[src/rtl/spi_cmd_arbiter_if.sv]
`default_nettype none
// +------------------------------------------------------------------+
// | spi_cmd_arbiter_if: requester-side and SPI-master-side signals   |
// | of spi_cmd_arbiter. Rev 1.0                                      |
// +------------------------------------------------------------------+
interface spi_cmd_arbiter_if #(
  parameter int NUM_REQ         = 3,
  parameter int MOSI_DATA_WIDTH = 24,
  parameter int MISO_DATA_WIDTH = 8
);
  logic [NUM_REQ-1:0]                 i_req;
  logic [NUM_REQ-1:0]                 i_rd;
  logic [NUM_REQ*MOSI_DATA_WIDTH-1:0] i_data;
  logic [NUM_REQ-1:0]                 i_lock;
  logic [NUM_REQ-1:0]                 o_gnt;
  logic [NUM_REQ-1:0]                 o_ack;
  logic                               o_err;
  logic [MISO_DATA_WIDTH-1:0]         o_rd_data;
  logic                               o_spi_wr_cmd;
  logic                               o_spi_rd_cmd;
  logic [MOSI_DATA_WIDTH-1:0]         o_spi_wr_data;
  logic [MISO_DATA_WIDTH-1:0]         i_spi_rd_data;
  logic                               i_spi_busy;

  // Arbiter view.
  modport slave (
    input  i_req, i_rd, i_data, i_lock, i_spi_rd_data, i_spi_busy,
    output o_gnt, o_ack, o_err, o_rd_data, o_spi_wr_cmd, o_spi_rd_cmd, o_spi_wr_data
  );

  // Requesters plus SPI master view.
  modport master (
    output i_req, i_rd, i_data, i_lock, i_spi_rd_data, i_spi_busy,
    input  o_gnt, o_ack, o_err, o_rd_data, o_spi_wr_cmd, o_spi_rd_cmd, o_spi_wr_data
  );
endinterface
`default_nettype wire

[src/rtl/spi_cmd_arbiter.sv]
`default_nettype none
// +------------------------------------------------------------------+
// | spi_cmd_arbiter: round-robin sharing of one SPI master among     |
// | NUM_REQ sources, optional lock. SPI_ARB_FIXED_PRIO_EN selects    |
// | lowest-index-wins arbitration. Rev 1.0                           |
// +------------------------------------------------------------------+
module spi_cmd_arbiter #(
  parameter int NUM_REQ         = 3,
  parameter int MOSI_DATA_WIDTH = 24,
  parameter int MISO_DATA_WIDTH = 8,
  parameter int START_TIMEOUT   = 255
) (
  input wire logic          clk,
  input wire logic          rst,
  spi_cmd_arbiter_if.slave  bus
);
  localparam int IDX_W = $clog2(NUM_REQ);
  localparam int TMR_W = $clog2(START_TIMEOUT + 1);

  localparam logic [2:0] S_IDLE       = 3'd0;
  localparam logic [2:0] S_ISSUE      = 3'd1;
  localparam logic [2:0] S_WAIT_START = 3'd2;
  localparam logic [2:0] S_WAIT_DONE  = 3'd3;
  localparam logic [2:0] S_RESP       = 3'd4;

  logic [2:0]                 r_state, w_next_state;
  logic [IDX_W-1:0]           r_idx, r_lock_idx, w_win_idx;
  logic                       r_rd, r_lock_valid, r_err;
  logic                       w_win, w_lock_hold, w_arb_go, w_timeout;
  logic [MOSI_DATA_WIDTH-1:0] r_frame;
  logic [NUM_REQ-1:0]         r_gnt, w_eligible;
  logic [TMR_W-1:0]           r_timer;
  logic [MISO_DATA_WIDTH-1:0] r_rd_data;

  // The lock survives in IDLE only while its owner still asserts req or lock.
  assign w_lock_hold = r_lock_valid && (bus.i_req[r_lock_idx] || bus.i_lock[r_lock_idx]);
  assign w_arb_go    = (r_state == S_IDLE) && !bus.i_spi_busy && w_win;

  always_comb begin
    w_eligible = bus.i_req;
    if (w_lock_hold) begin
      w_eligible             = '0;
      w_eligible[r_lock_idx] = bus.i_req[r_lock_idx];
    end
  end

`ifdef SPI_ARB_FIXED_PRIO_EN
  always_comb begin
    w_win     = 1'b0;
    w_win_idx = '0;
    for (int i = NUM_REQ - 1; i >= 0; i--) begin
      if (w_eligible[i]) begin
        w_win     = 1'b1;
        w_win_idx = IDX_W'(i);
      end
    end
  end
`else
  logic [IDX_W-1:0] r_rr_ptr;

  // Scan downward so the nearest set request at/after the pointer wins last.
  always_comb begin
    int k;
    k         = 0;
    w_win     = 1'b0;
    w_win_idx = '0;
    for (int i = NUM_REQ - 1; i >= 0; i--) begin
      k = int'(r_rr_ptr) + i;
      if (k >= NUM_REQ) k = k - NUM_REQ;
      if (w_eligible[IDX_W'(k)]) begin
        w_win     = 1'b1;
        w_win_idx = IDX_W'(k);
      end
    end
  end
`endif

  always_ff @(posedge clk) begin
    if (rst) r_state <= S_IDLE;
    else     r_state <= w_next_state;
  end

  always_comb begin
    w_next_state = r_state;
    w_timeout    = 1'b0;
    case (r_state)
      S_IDLE:       if (w_arb_go) w_next_state = S_ISSUE;
      S_ISSUE:      w_next_state = S_WAIT_START;
      S_WAIT_START: begin
        if (bus.i_spi_busy) begin
          w_next_state = S_WAIT_DONE;
        end else if (r_timer == TMR_W'(START_TIMEOUT)) begin
          w_timeout    = 1'b1;
          w_next_state = S_RESP;
        end
      end
      S_WAIT_DONE:  if (!bus.i_spi_busy) w_next_state = S_RESP;
      S_RESP:       w_next_state = S_IDLE;
      default:      w_next_state = S_IDLE;
    endcase
  end

  always_ff @(posedge clk) begin
    if (rst) begin
      r_idx        <= '0;
      r_rd         <= 1'b0;
      r_frame      <= '0;
      r_gnt        <= '0;
      r_lock_valid <= 1'b0;
      r_lock_idx   <= '0;
      r_timer      <= '0;
      r_err        <= 1'b0;
      r_rd_data    <= '0;
`ifndef SPI_ARB_FIXED_PRIO_EN
      r_rr_ptr     <= '0;
`endif
    end else begin
      case (r_state)
        S_IDLE: begin
          if (!w_lock_hold) r_lock_valid <= 1'b0;
          if (w_arb_go) begin
            r_idx   <= w_win_idx;
            r_rd    <= bus.i_rd[w_win_idx];
            r_frame <= bus.i_data[int'(w_win_idx)*MOSI_DATA_WIDTH +: MOSI_DATA_WIDTH];
            r_gnt   <= NUM_REQ'(1) << w_win_idx;
          end else if (!w_lock_hold) begin
            r_gnt <= '0;
          end
        end
        S_ISSUE: r_timer <= '0;
        S_WAIT_START: begin
          if (w_timeout)            r_err   <= 1'b1;
          else if (!bus.i_spi_busy) r_timer <= r_timer + 1'b1;
        end
        S_WAIT_DONE: begin
          if (!bus.i_spi_busy && r_rd) r_rd_data <= bus.i_spi_rd_data;
        end
        S_RESP: begin
          r_err <= 1'b0;
`ifndef SPI_ARB_FIXED_PRIO_EN
          r_rr_ptr <= (r_idx == IDX_W'(NUM_REQ - 1)) ? '0 : r_idx + 1'b1;
`endif
          if (bus.i_lock[r_idx]) begin
            r_lock_valid <= 1'b1;
            r_lock_idx   <= r_idx;
          end else begin
            r_lock_valid <= 1'b0;
            r_gnt        <= '0;
          end
        end
        default: ;
      endcase
    end
  end

  always_comb begin
    bus.o_spi_wr_cmd  = 1'b0;
    bus.o_spi_rd_cmd  = 1'b0;
    bus.o_ack         = '0;
    bus.o_err         = 1'b0;
    bus.o_spi_wr_data = '0;
    if (r_state != S_IDLE) bus.o_spi_wr_data = r_frame;
    case (r_state)
      S_ISSUE: begin
        bus.o_spi_rd_cmd = r_rd;
        bus.o_spi_wr_cmd = !r_rd;
      end
      S_RESP: begin
        bus.o_ack = NUM_REQ'(1) << r_idx;
        bus.o_err = r_err;
      end
      default: ;
    endcase
  end

  assign bus.o_gnt     = r_gnt;
  assign bus.o_rd_data = r_rd_data;
endmodule
`default_nettype wire

[src/flat_wrapper.sv]
// flat-port wrapper written by rule: the top's interface ports become plain ports
module spi_cmd_arbiter_flat 
#(
  parameter int NUM_REQ         = 3,
  parameter int MOSI_DATA_WIDTH = 24,
  parameter int MISO_DATA_WIDTH = 8,
  parameter int START_TIMEOUT   = 255
)
  (clk, rst, bus_i_req, bus_i_rd, bus_i_data, bus_i_lock, bus_i_spi_rd_data, bus_i_spi_busy, bus_o_gnt, bus_o_ack, bus_o_err, bus_o_rd_data, bus_o_spi_wr_cmd, bus_o_spi_rd_cmd, bus_o_spi_wr_data);
  spi_cmd_arbiter_if #(.NUM_REQ(NUM_REQ), .MOSI_DATA_WIDTH(MOSI_DATA_WIDTH), .MISO_DATA_WIDTH(MISO_DATA_WIDTH)) bus_i ();
  input wire logic clk;
  input wire logic rst;
  input wire logic [$bits(bus_i.i_req)-1:0] bus_i_req;
  input wire logic [$bits(bus_i.i_rd)-1:0] bus_i_rd;
  input wire logic [$bits(bus_i.i_data)-1:0] bus_i_data;
  input wire logic [$bits(bus_i.i_lock)-1:0] bus_i_lock;
  input wire logic [$bits(bus_i.i_spi_rd_data)-1:0] bus_i_spi_rd_data;
  input wire logic [$bits(bus_i.i_spi_busy)-1:0] bus_i_spi_busy;
  output wire logic [$bits(bus_i.o_gnt)-1:0] bus_o_gnt;
  output wire logic [$bits(bus_i.o_ack)-1:0] bus_o_ack;
  output wire logic [$bits(bus_i.o_err)-1:0] bus_o_err;
  output wire logic [$bits(bus_i.o_rd_data)-1:0] bus_o_rd_data;
  output wire logic [$bits(bus_i.o_spi_wr_cmd)-1:0] bus_o_spi_wr_cmd;
  output wire logic [$bits(bus_i.o_spi_rd_cmd)-1:0] bus_o_spi_rd_cmd;
  output wire logic [$bits(bus_i.o_spi_wr_data)-1:0] bus_o_spi_wr_data;
  assign bus_i.i_req = bus_i_req;
  assign bus_i.i_rd = bus_i_rd;
  assign bus_i.i_data = bus_i_data;
  assign bus_i.i_lock = bus_i_lock;
  assign bus_i.i_spi_rd_data = bus_i_spi_rd_data;
  assign bus_i.i_spi_busy = bus_i_spi_busy;
  assign bus_o_gnt = bus_i.o_gnt;
  assign bus_o_ack = bus_i.o_ack;
  assign bus_o_err = bus_i.o_err;
  assign bus_o_rd_data = bus_i.o_rd_data;
  assign bus_o_spi_wr_cmd = bus_i.o_spi_wr_cmd;
  assign bus_o_spi_rd_cmd = bus_i.o_spi_rd_cmd;
  assign bus_o_spi_wr_data = bus_i.o_spi_wr_data;
  spi_cmd_arbiter #(.NUM_REQ(NUM_REQ), .MOSI_DATA_WIDTH(MOSI_DATA_WIDTH), .MISO_DATA_WIDTH(MISO_DATA_WIDTH), .START_TIMEOUT(START_TIMEOUT)) u_core (.clk(clk), .rst(rst), .bus(bus_i));
endmodule
[config.mk]
export PLATFORM = sky130hd
export DESIGN_NAME = spi_cmd_arbiter_flat
export DESIGN_NICKNAME = d
export VERILOG_FILES = /design/src/rtl/spi_cmd_arbiter_if.sv /design/src/rtl/spi_cmd_arbiter.sv /design/src/flat_wrapper.sv
export SDC_FILE = /design/constraint.sdc
export NUM_CORES = 1
export LEC_CHECK = 0
export ABC_CLOCK_PERIOD_IN_PS = 3100
export BUFFER_PORTS_ARGS = -buffer_cell sky130_fd_sc_hd__clkbuf_2
export CAP_MARGIN = 15
export CORE_ASPECT_RATIO = 0.5
export CORE_UTILIZATION = 49
export CTS_CLUSTER_SIZE = 25
export DETAILED_ROUTE_END_ITERATION = 7
export GPL_TIMING_DRIVEN = 1
export PLACE_DENSITY = 0.8
export SLEW_MARGIN = 10
export SYNTH_ARGS = -nofsm -noshare
export SYNTH_HDL_FRONTEND = slang
export SYNTH_SLANG_ARGS = --single-unit
[constraint.sdc]
create_clock -name clk -period 3.1 [get_ports clk]
set_clock_uncertainty 0.05 [all_clocks]
set_input_delay 0 -clock clk [delete_from_list [all_inputs] [get_ports clk]]
set_output_delay 0 -clock clk [all_outputs]
set_load 0.02 [all_outputs]
==> reports/results.ini <==
[outcome]
status = complete, no violations

[sta]
slew_viol_final = 0
max_freq_mhz = 364.3
fin_crit_sh_pct = 88.54
setup_viol = 0
hold_viol_final = 0
worstMarginPinSlew_ns = 0.6597
finalSetupTns_ns = 0
period_needed_ns = 2.745
slew_headroom_pct = 55.91
rsz0062_at_grt = false
fin_ws_ns = 0.3551

[placed_design]
place.gp.congestion = 0.8870
dp_worst_setup_slack_ns = 0.2150
hpwl_mm = 6.378
placed_cells = 581
io_buffers = 132
placed_cell_area_um2 = 4014

[synthesis]
ys_warn_count = 0
synthTopCellsByArea = dfxtp_1 32%, a32oi_1 6.5%, o211ai_1 6.2%, a311oi_1 5.9%, a21oi_1 5.3%
ys_seq_elements = 55
yosys.area_share.simple_pct = 18.74
synth-edff-count = 0
synth_area_um2 = 3392
synth_top_family_by_area = compound AO/OA/AOI/OAI gates
ys_seq_area_share_pct = 32.46
synth_fa_ha_area_share_pct = 1.107
syn-num-nets = 485
yosysTopAreaCell = dfxtp_1
ys_top_cells_by_count = 55 x dfxtp_1, 36 x a21oi_1, 29 x nor2_1
synth-main-ff-cell = dfxtp_1
syn_inst = 390
avgSynthCellArea_um2 = 8.697
synth-xor-area-share_pct = 1.549
synth.distinct_cells = 61
netlist.area_leader.share_pct = 32.46
synth.mux.area_fraction_pct = 3.246
yosysMostFrequentCell = dfxtp_1
async_flop_share_pct = 0
synth_compound_area_share_pct = 35.37

[power]
ir_worst_vdd_v = 0.0003675
p_int_mw = 1.263
seqPwrFrac_pct = 43.1
p_sw_share_pct = 30.92
p_sw_mw = 0.5655
clkPwrFrac_pct = 29.7
power.leakage_nw = 1.840
power_density_nw_per_um2 = 405.6
combinationalPowerShare_pct = 27.2
p_total_mw = 1.829

[die]
die-area_um2 = 7279
coreArea_um2 = 6356
io_pins = 133
start_util_pct = 53.37
fp.dieH_um = 60.83
rows = 20
die_w_um = 119.7

[global_routing]
grt_max_degree = 32
antenna_found_initial = 0
grt_pass1_vias = 3496
grt_pass1_wl_mm = 15.81
grt_usage_pct = 27.36
grt_overflow = 0

[worst_setup_path]
rr_startpoint = u_core.r_lock_idx[0]
cp_data_required_time_ns = 3.24
critPathCaptureType = register
r2r_slack_ns = 0.36
startpoint = u_core.r_lock_idx[0]
crit_end = u_core.bus.o_gnt[0]
crit_type = register to register
cp_max_fo = 28
start_kind = register
r2r-end = u_core.bus.o_gnt[0]
reg2regPathDepth = 6
critPathArrivalTime_ns = 2.89

[finish]
layout.cells.non_filler = 624
antennaDiodeCount = 0
area.growth.synth_to_final_pct = 32.94
fin_area_um2 = 4509
layout.nets = 630
drive_gt1_share_pct = 31.53

[clock_tree]
cts_tree = built
post-cts-setup-buffers = 0
clk_latency_ns = 0.29
cts_sinks = 55
cts_buffer_depth = 2
cts-buffers-inserted = 5
cts.htree.levels = 2
cts-root-buf = clkbuf_16
path_clk_slew_ns = 0.07

[routing]
ant_nets = 0
drc = 0
dr.pass1.iters = 4
finalWirelength_mm = 10.16
routedWlPerCell_um = 16.28
drt_iter0_drc = 288
vias = 3740
vias_per_cell = 5.994

[worst_hold_path]
hold_path_class = input port to register

[flow_run]
drv_cap = 0

-- state kept, by name (all words and copies together) (netlist names) --
| register | count |
|---|---|
| u_core.r_timer | 8 |
| u_core.r_rr_ptr | 2 |
| u_core.r_lock_valid | 1 |
| u_core.r_lock_idx | 2 |
| u_core.r_idx | 2 |
| u_core.r_frame | 24 |
| u_core.r_state | 3 |
| u_core.bus.o_rd_data | 8 |
| u_core.r_rd | 1 |
| u_core.r_err | 1 |
| u_core.bus.o_gnt | 3 |
-- layer usage --
metal / routed length [um] / up-vias / global-route usage [%]
met4: 151 / 0 / 8.036
met1: 4349 / 1768 / 32.06
met5: 0 / - / 0
met3: 660 / 18 / 6.485
li1: - / 1807 / -
met2: 4996 / 147 / 51.45
-- critical path, stage by stage, from the launching register on --
cell and delay [ns]:
dfxtp_1 0.54, nor3b_4 0.32, o31a_2 0.37, o32a_1 0.26
o221a_2 0.62, nand2_1 0.18, o311ai_1 0.30
-- layout make-up --
class / instances / area, um2
multi-input combinational: 289 / 2046
fill: 539 / 1847
sequential: 55 / 1101
timing repair buffer: 177 / 1086
clock buffer: 5 / 125.1
tap: 88 / 110.1
inverter: 7 / 26.28
clock inverter: 3 / 15.01
-- worst min path at each step --
stage                    startpoint                 endpoint  slack [ns]  cells past startpoint
6_report             bus_i_data[26]        u_core.r_frame[2]        0.03                      3
5_1_grt              bus_i_data[35]       u_core.r_frame[11]        0.04                      3
4_1_cts              bus_i_data[26]        u_core.r_frame[2]        0.02                      3
3_5_place_dp   bus_i_spi_rd_data[3]  u_core.bus.o_rd_data[3]        0.19                      3
3_3_place_gp   bus_i_spi_rd_data[6]  u_core.bus.o_rd_data[6]        0.19                      3
2_1_floorplan         bus_i_lock[0]     u_core.r_lock_idx[0]        0.05                      1
-- stage by stage --
step                      utilization (%)  hold WS [ns]
after global placement              63.15        0.1870
after floorplan                         -       0.04661
after CTS                           70.87       0.02393
after detailed placement            63.15        0.1944
final                               70.94       0.02680
after global routing                70.94       0.03990
-- cell families after synthesis --
kind of cell / Yosys count
flip-flops: 55
buffers and inverters: 46
adder cells (fa/ha/maj): 3
multiplexers: 11
XOR/XNOR: 6
AO/OA/AOI/OAI: 155
AND/OR/NAND/NOR: 114
-- power groups by stage --
stage | registers [mW] | clock network (mW) | logic (mW)
detailed placement | 0.803 | 0 | 0.450
finish | 0.789 | 0.543 | 0.497
CTS | 0.787 | 0.550 | 0.487
floorplan | 0.791 | 0 | 0.326
global placement | 0.802 | 0 | 0.442
global route | 0.794 | 0.581 | 0.539
-- repair_timing --
item | CTS | global route
hold buffers | 35 | 0
hold endpoints to repair | 35 | 0
gates resized for setup | 0 | 1
setup endpoints to repair | 0 | 23
-- layout by cell type, fill, tap and decap left out, types with 11 or more instances in the layout --
cell / instances
a21oi_1: 36
a311oi_1: 23
a32oi_1: 25
clkbuf_2: 132
dfxtp_1: 55
dlygate4sd3_1: 35
mux2i_1: 11
nand2_1: 16
nor2_1: 29
nor2b_1: 25
o211ai_1: 28
o21ai_0: 11
Note: power is estimated with default switching activity, not from simulation.
